## config.mk

```make
export PLATFORM = sky130hd
export DESIGN_NAME = mul_iter
export DESIGN_NICKNAME = d
export VERILOG_FILES = /design/src/rtl/mul_iter.sv
export SDC_FILE = /design/constraint.sdc
export NUM_CORES = 1
export LEC_CHECK = 0
export ABC_AREA = 1
export ABC_CLOCK_PERIOD_IN_PS = 8800
export CORE_MARGIN = 1.5
export CORE_UTILIZATION = 24
export DETAILED_ROUTE_END_ITERATION = 7
export PLACE_DENSITY_LB_ADDON = 0.08
export REMOVE_ABC_BUFFERS = 1
export SETUP_SLACK_MARGIN = 0.4
export SLEW_MARGIN = 20
export SYNTH_ARGS = -nofsm -noshare
export SYNTH_HDL_FRONTEND = slang
export SYNTH_SLANG_ARGS = --single-unit
```

## constraint.sdc

```tcl
create_clock -name clk_core -period 8.8 [get_ports clk_core]
set_clock_uncertainty 0.05 [all_clocks]
set_input_delay 2.64 -clock clk_core [delete_from_list [all_inputs] [get_ports clk_core]]
set_output_delay 2.64 -clock clk_core [all_outputs]
set_load 0.1 [all_outputs]
```

## src/rtl/mul_iter.sv

```systemverilog
// Iterative 32x32->64 multiplier for the execute stage (MUL/MULH/MULHSU/MULHU).
// Retires STEP multiplier bits per RUN cycle; operands and signs are latched on acceptance.
//
// state | meaning
// IDLE  | waiting for go; done=0
// RUN   | accumulating partial products, busy=1
// DONE  | result valid, held until advance or go drops
module mul_iter #(
  parameter int STEP = 4
) (
  input  logic        clk_core,
  input  logic        reset,
  input  logic        go,
  input  logic        advance,
  input  logic        sign0,
  input  logic        sign1,
  input  logic [31:0] m,
  input  logic [31:0] r,
  output logic        done,
  output logic [63:0] result,
  output logic        busy
);

  localparam int NCHUNK = 32 / STEP;
  localparam int CW     = (NCHUNK > 1) ? $clog2(NCHUNK) : 1;
  localparam logic [CW-1:0] LAST  = CW'(NCHUNK - 1);
  localparam logic [5:0]    STEP6 = 6'(STEP);

  typedef enum logic [1:0] {
    S_IDLE = 2'd0,
    S_RUN  = 2'd1,
    S_DONE = 2'd2
  } state_t;

  state_t state, state_nxt;

  logic [63:0]     m_ext;
  logic [31:0]     r_q;
  logic            sign0_q;
  logic [63:0]     acc;
  logic [CW-1:0]   count;
  logic            last;
  logic [5:0]      bit_pos;
  logic [STEP-1:0] chunk;
  logic [63:0]     partial;
  logic [63:0]     corr;
  logic [63:0]     acc_nxt;

  assign last    = (count == LAST);
  assign bit_pos = 6'(count) * STEP6;
  assign chunk   = r_q[bit_pos +: STEP];
  assign partial = (m_ext * 64'(chunk)) << bit_pos;
  // r is accumulated as unsigned; a negative signed r needs -(m_ext * 2^32) once.
  assign corr    = (last && sign0_q && r_q[31]) ? {m_ext[31:0], 32'd0} : 64'd0;
  assign acc_nxt = acc + partial - corr;

  always_ff @(posedge clk_core or posedge reset) begin
    if (reset) state <= S_IDLE;
    else       state <= state_nxt;
  end

  always_comb begin
    state_nxt = state;
    case (state)
      S_IDLE: if (go) state_nxt = S_RUN;
      S_RUN: begin
        if (!go)       state_nxt = S_IDLE;
        else if (last) state_nxt = S_DONE;
      end
      S_DONE: if (advance || !go) state_nxt = S_IDLE;
      default: state_nxt = S_IDLE;
    endcase
  end

  always_comb begin
    busy = (state == S_RUN);
    done = (state == S_DONE);
  end

  always_ff @(posedge clk_core or posedge reset) begin
    if (reset) begin
      m_ext   <= 64'd0;
      r_q     <= 32'd0;
      sign0_q <= 1'b0;
      acc     <= 64'd0;
      count   <= '0;
      result  <= 64'd0;
    end else begin
      case (state)
        S_IDLE: begin
          if (go) begin
            m_ext   <= sign1 ? {{32{m[31]}}, m} : {32'd0, m};
            r_q     <= r;
            sign0_q <= sign0;
            acc     <= 64'd0;
            count   <= '0;
          end
        end
        S_RUN: begin
          acc   <= acc_nxt;
          count <= count + 1'b1;
          if (go && last) result <= acc_nxt;
        end
        default: ;
      endcase
    end
  end

endmodule

```

==> metrics list <==
* Status: finished, final reports clean
- The endpoint identified for the worst register-to-register timing path is acc[57].
* Type of the most critical hold path: register to register
- FMAX: 0.126 GHz
* Count of cell types in the netlist: 54
* Post-Syn Instances: 2888
* Post-CTS Hold Fix Bufs: 0
- On the worst path, the slowest cell contributes a delay of 0.68 ns.
- In this run the register-to-register setup slack is 0.89 ns.
- Measured on the finished design, the core utilization comes to 0.281.
* Post-layout nets: 3286
* Total CTS buffers: 17
- Die Outline Area: 0.0840 mm2
* Layout Area Growth over Synthesis: 16.4%
- During placement, the flow inserted port buffers numbering 135.
- Die Height: 290 um
- Routability-driven placement finished with a final weighted congestion of 0.923.
- Number of ports placed on the die boundary: 136
- Fin. max-slew vios: 0
- Synth area leaders: sky130_fd_sc_hd__dfrtp_1 (25%), sky130_fd_sc_hd__nand2_1 (13%), sky130_fd_sc_hd__fa_1 (10%)
- In this run, synthesis produced a sequential element count of 199.
- For this block, the via count after detailed routing is 19087.
* Fraction of layout instances using a drive strength above 1: 0.0441
- For this configuration, the core starts out at a cell density of 0.242.
* EDFF count, synth: 0
- DRC marker count from the first detailed-route iteration: 1031
- Dividing the synthesized area by the synthesized cell count gives 6.84 um2.
- Of the post-synthesis cell area, the dominant cell type holds 0.252.
* Row cnt: 105
- Routed wirelength normalized by instance count: 20.4 um
- The slowest stage of the critical path belongs to the cell sky130_fd_sc_hd__nor4_1.
* Worst-margin pin slew: 1.02 ns
- The worst path meets setup with 0.891 ns of slack.
* RSZ-0062 raised after global routing: true
* Reg-to-reg startpoint: count[0]
- In this run the most critical hold path is launched from r_q[17].
- Post-synthesis async set-or-reset flop share: 1.00
- In the finished design, the share of the clock period the worst path needs comes to 0.899.
- The number of antenna diodes in the final layout is 0.
- Sum of negative setup slack: 0 ns
- Leading area contributor after synthesis: sky130_fd_sc_hd__dfrtp_1
* Worst-case setup slack after placement: 0.664 ns
- Of the synthesized area, sequential elements account for 0.252.
- Summed over all layers, the routed wires come to 82.7 mm.
* Worst Reg2Reg Path Length in Cells: 32
- The number of antenna violations at the first check in global routing was 0.
- Count of TritonRoute iterations in the first routing pass: 7
* Most Frequent Cell on Critical Path: sky130_fd_sc_hd__nand2_1
- Number of routed nets with antenna violations: 0
- CTS Buffer Depth: 2
- The worst path in the final design needs a cycle of 7.91 ns, including I/O delays and setup.
- Post-DP HPWL: 68.0 mm
- Most instantiated flip-flop cell in the synthesis netlist: sky130_fd_sc_hd__dfrtp_1
- The worst setup path is of the register to register kind.
- At the worst endpoint, the required time is 9.16 ns.
- Max_cap viols: 0
- DRC: 0
* Largest net degree at the start of global routing: 85
* Worst Hold Path Cells: 2
- Clk slew on worst S/H paths: 0.09 ns
* Clock tree root driver cell: sky130_fd_sc_hd__clkbuf_16
- The mapped netlist covers 0.0197 mm2.
- Global-route wire length before repair: 125 mm
* Fill cell count: 9214
- Total clock sinks: 199
- At the worst endpoint, the arrival time is 8.27 ns.
- Setup violations remaining at the end of the flow were counted as 0.
* Rel. slew slack: 0.318
* Worst Hold Path EP: r_q[17]
- Setup crit end kind: register
* Launching element type of the critical path: register
- Total count of hold-check failures in the final report: 0
- In this run the standard cell core region covers 0.0817 mm2.
* Die Span X: 290 um
- For the worst-skew pair, the clock arrives at the later sink with an insertion delay of 0.52 ns.
- TritonCTS built the clock tree.
- H-tree levels: 4
* Crit Path Max Fanout: 33
- The via count of the first global-routing pass was 19888.
- Global routing finished with a remaining overflow of 0.
- Yosys printed 0 warnings.
* Average vias per placed instance: 4.70
- Overall track demand over capacity in global routing: 0.198
## how the worst max path moves through the flow
stage,startpoint,endpoint,slack (ns),cells after the start
finish,count[0],acc[57],0.89,32
global placement,count[0],acc[57],0.68,34
detailed placement,count[0],acc[57],0.66,34
floorplan,reset,acc[0],0.68,1
global route,count[0],acc[50],0.40,37
CTS,count[0],acc[50],0.66,35
## cell usage after synthesis, types with 10 or more instances
master,number
sky130_fd_sc_hd__nand4_1,17
sky130_fd_sc_hd__ha_1,135
sky130_fd_sc_hd__clkbuf_1,56
sky130_fd_sc_hd__o22ai_1,35
sky130_fd_sc_hd__xnor2_1,25
sky130_fd_sc_hd__a31oi_1,23
sky130_fd_sc_hd__xor2_1,32
sky130_fd_sc_hd__nand3_1,198
sky130_fd_sc_hd__a21o_1,12
sky130_fd_sc_hd__o21ai_2,10
sky130_fd_sc_hd__o21ai_1,13
sky130_fd_sc_hd__fa_1,99
sky130_fd_sc_hd__dfrtp_1,199
sky130_fd_sc_hd__nor2_1,302
sky130_fd_sc_hd__o21bai_1,11
sky130_fd_sc_hd__buf_1,16
sky130_fd_sc_hd__a21oi_1,137
sky130_fd_sc_hd__nand3b_1,17
sky130_fd_sc_hd__nand2_1,690
sky130_fd_sc_hd__inv_1,504
sky130_fd_sc_hd__nor3_1,17
sky130_fd_sc_hd__or2_2,14
sky130_fd_sc_hd__o21ai_0,213
sky130_fd_sc_hd__nand3_2,10
sky130_fd_sc_hd__buf_2,12
sky130_fd_sc_hd__o211ai_1,18
## flip-flops by register name, summed over array words and instances, names as in the netlist
signal / cells
acc: 64
result: 64
m_ext: 33
r_q: 32
count: 3
state: 2
sign0_q: 1
## routing by layer
metal	up-vias	routed length, um	track usage
met4	0	1660	0.0504
met2	320	39600	0.337
met3	64	2080	0.0204
met1	9309	39400	0.267
met5	-	0	0
li1	9394	-	-
## worst max-delay path, delay by kind of cell (launching register included)
family	cells	cell delay [ns]
compound gates	7	1.49
xor+xnor	1	0.29
fa+ha+maj	5	2.32
buf+inv	4	0.42
flops	1	0.61
simple gates	15	2.57
## stage by stage
step | hold WS, ns | instances | instance area, um2
floorplan | 0.394 | 2801 | 19400
global placement | 0.415 | 4033 | 22400
detailed placement | 0.416 | 4033 | 22400
CTS | 0.436 | 4065 | 22900
global route | 0.450 | 4065 | 23000
finish | 0.429 | 4065 | 23000
## cell usage in the layout, fill, tap and decap left out, types with 5 or more instances in the layout
master                            instances
sky130_fd_sc_hd__inv_8                    5
sky130_fd_sc_hd__o21bai_1                11
sky130_fd_sc_hd__nand2_2                  8
sky130_fd_sc_hd__or2_2                   14
sky130_fd_sc_hd__nand3b_1                17
sky130_fd_sc_hd__nor2_2                   5
sky130_fd_sc_hd__ha_1                   135
sky130_fd_sc_hd__clkbuf_16               17
sky130_fd_sc_hd__clkdlybuf4s50_1        135
sky130_fd_sc_hd__a221oi_1                 5
sky130_fd_sc_hd__nand3_1                198
sky130_fd_sc_hd__a211oi_1                 6
sky130_fd_sc_hd__nor2_1                 299
sky130_fd_sc_hd__o21ai_2                 10
sky130_fd_sc_hd__nor4_1                   6
sky130_fd_sc_hd__nand2_1                688
sky130_fd_sc_hd__dfrtp_1                197
sky130_fd_sc_hd__fa_1                    99
sky130_fd_sc_hd__a21o_1                  12
sky130_fd_sc_hd__xor2_1                  30
sky130_fd_sc_hd__a21oi_1                134
sky130_fd_sc_hd__nand3_2                 10
sky130_fd_sc_hd__o22ai_1                 35
sky130_fd_sc_hd__a31oi_1                 22
sky130_fd_sc_hd__o21ai_0                211
sky130_fd_sc_hd__xnor2_1                 25
sky130_fd_sc_hd__buf_4                   24
sky130_fd_sc_hd__o21a_1                   5
sky130_fd_sc_hd__inv_1                  503
sky130_fd_sc_hd__nand4_1                 17
sky130_fd_sc_hd__a21oi_2                  7
sky130_fd_sc_hd__mux2i_1                  5
sky130_fd_sc_hd__o211ai_1                18
sky130_fd_sc_hd__nor3_1                  17
sky130_fd_sc_hd__o21ai_1                 15
## final cells by class
cell class                      count  area (um2)  area share
Sequential cell                   199        4980       0.217
Multi-Input combinational cell   2093       12600       0.546
Clock buffer                       18         429      0.0187
Timing Repair Buffer              162        1590      0.0693
Clock inverter                     14         159     0.00691
Tap cell                         1070        1340      0.0583
Inverter                          509        1920      0.0835
## timing repair
action | in CTS | in global routing
resized for setup | 0 | 11
setup endpoints to repair | 0 | 27
hold endpoints to repair | 0 | 0
setup buffers | 0 | 0
## cells by family after synthesis
kind of cell / Yosys count / synth area share
adders and majority gates: 234 / 0.186
muxes: 5 / 0.00253
and+or+nand+nor: 1286 / 0.271
xor gates and xnor gates: 57 / 0.0253
AOI/OAI and AO/OA: 511 / 0.148
buffers and inverters: 596 / 0.115
DFF: 199 / 0.252
Power is left out: the tool's default activity adds up to more than one toggle a clock period on the data nets, which glitch-free logic cannot reach.
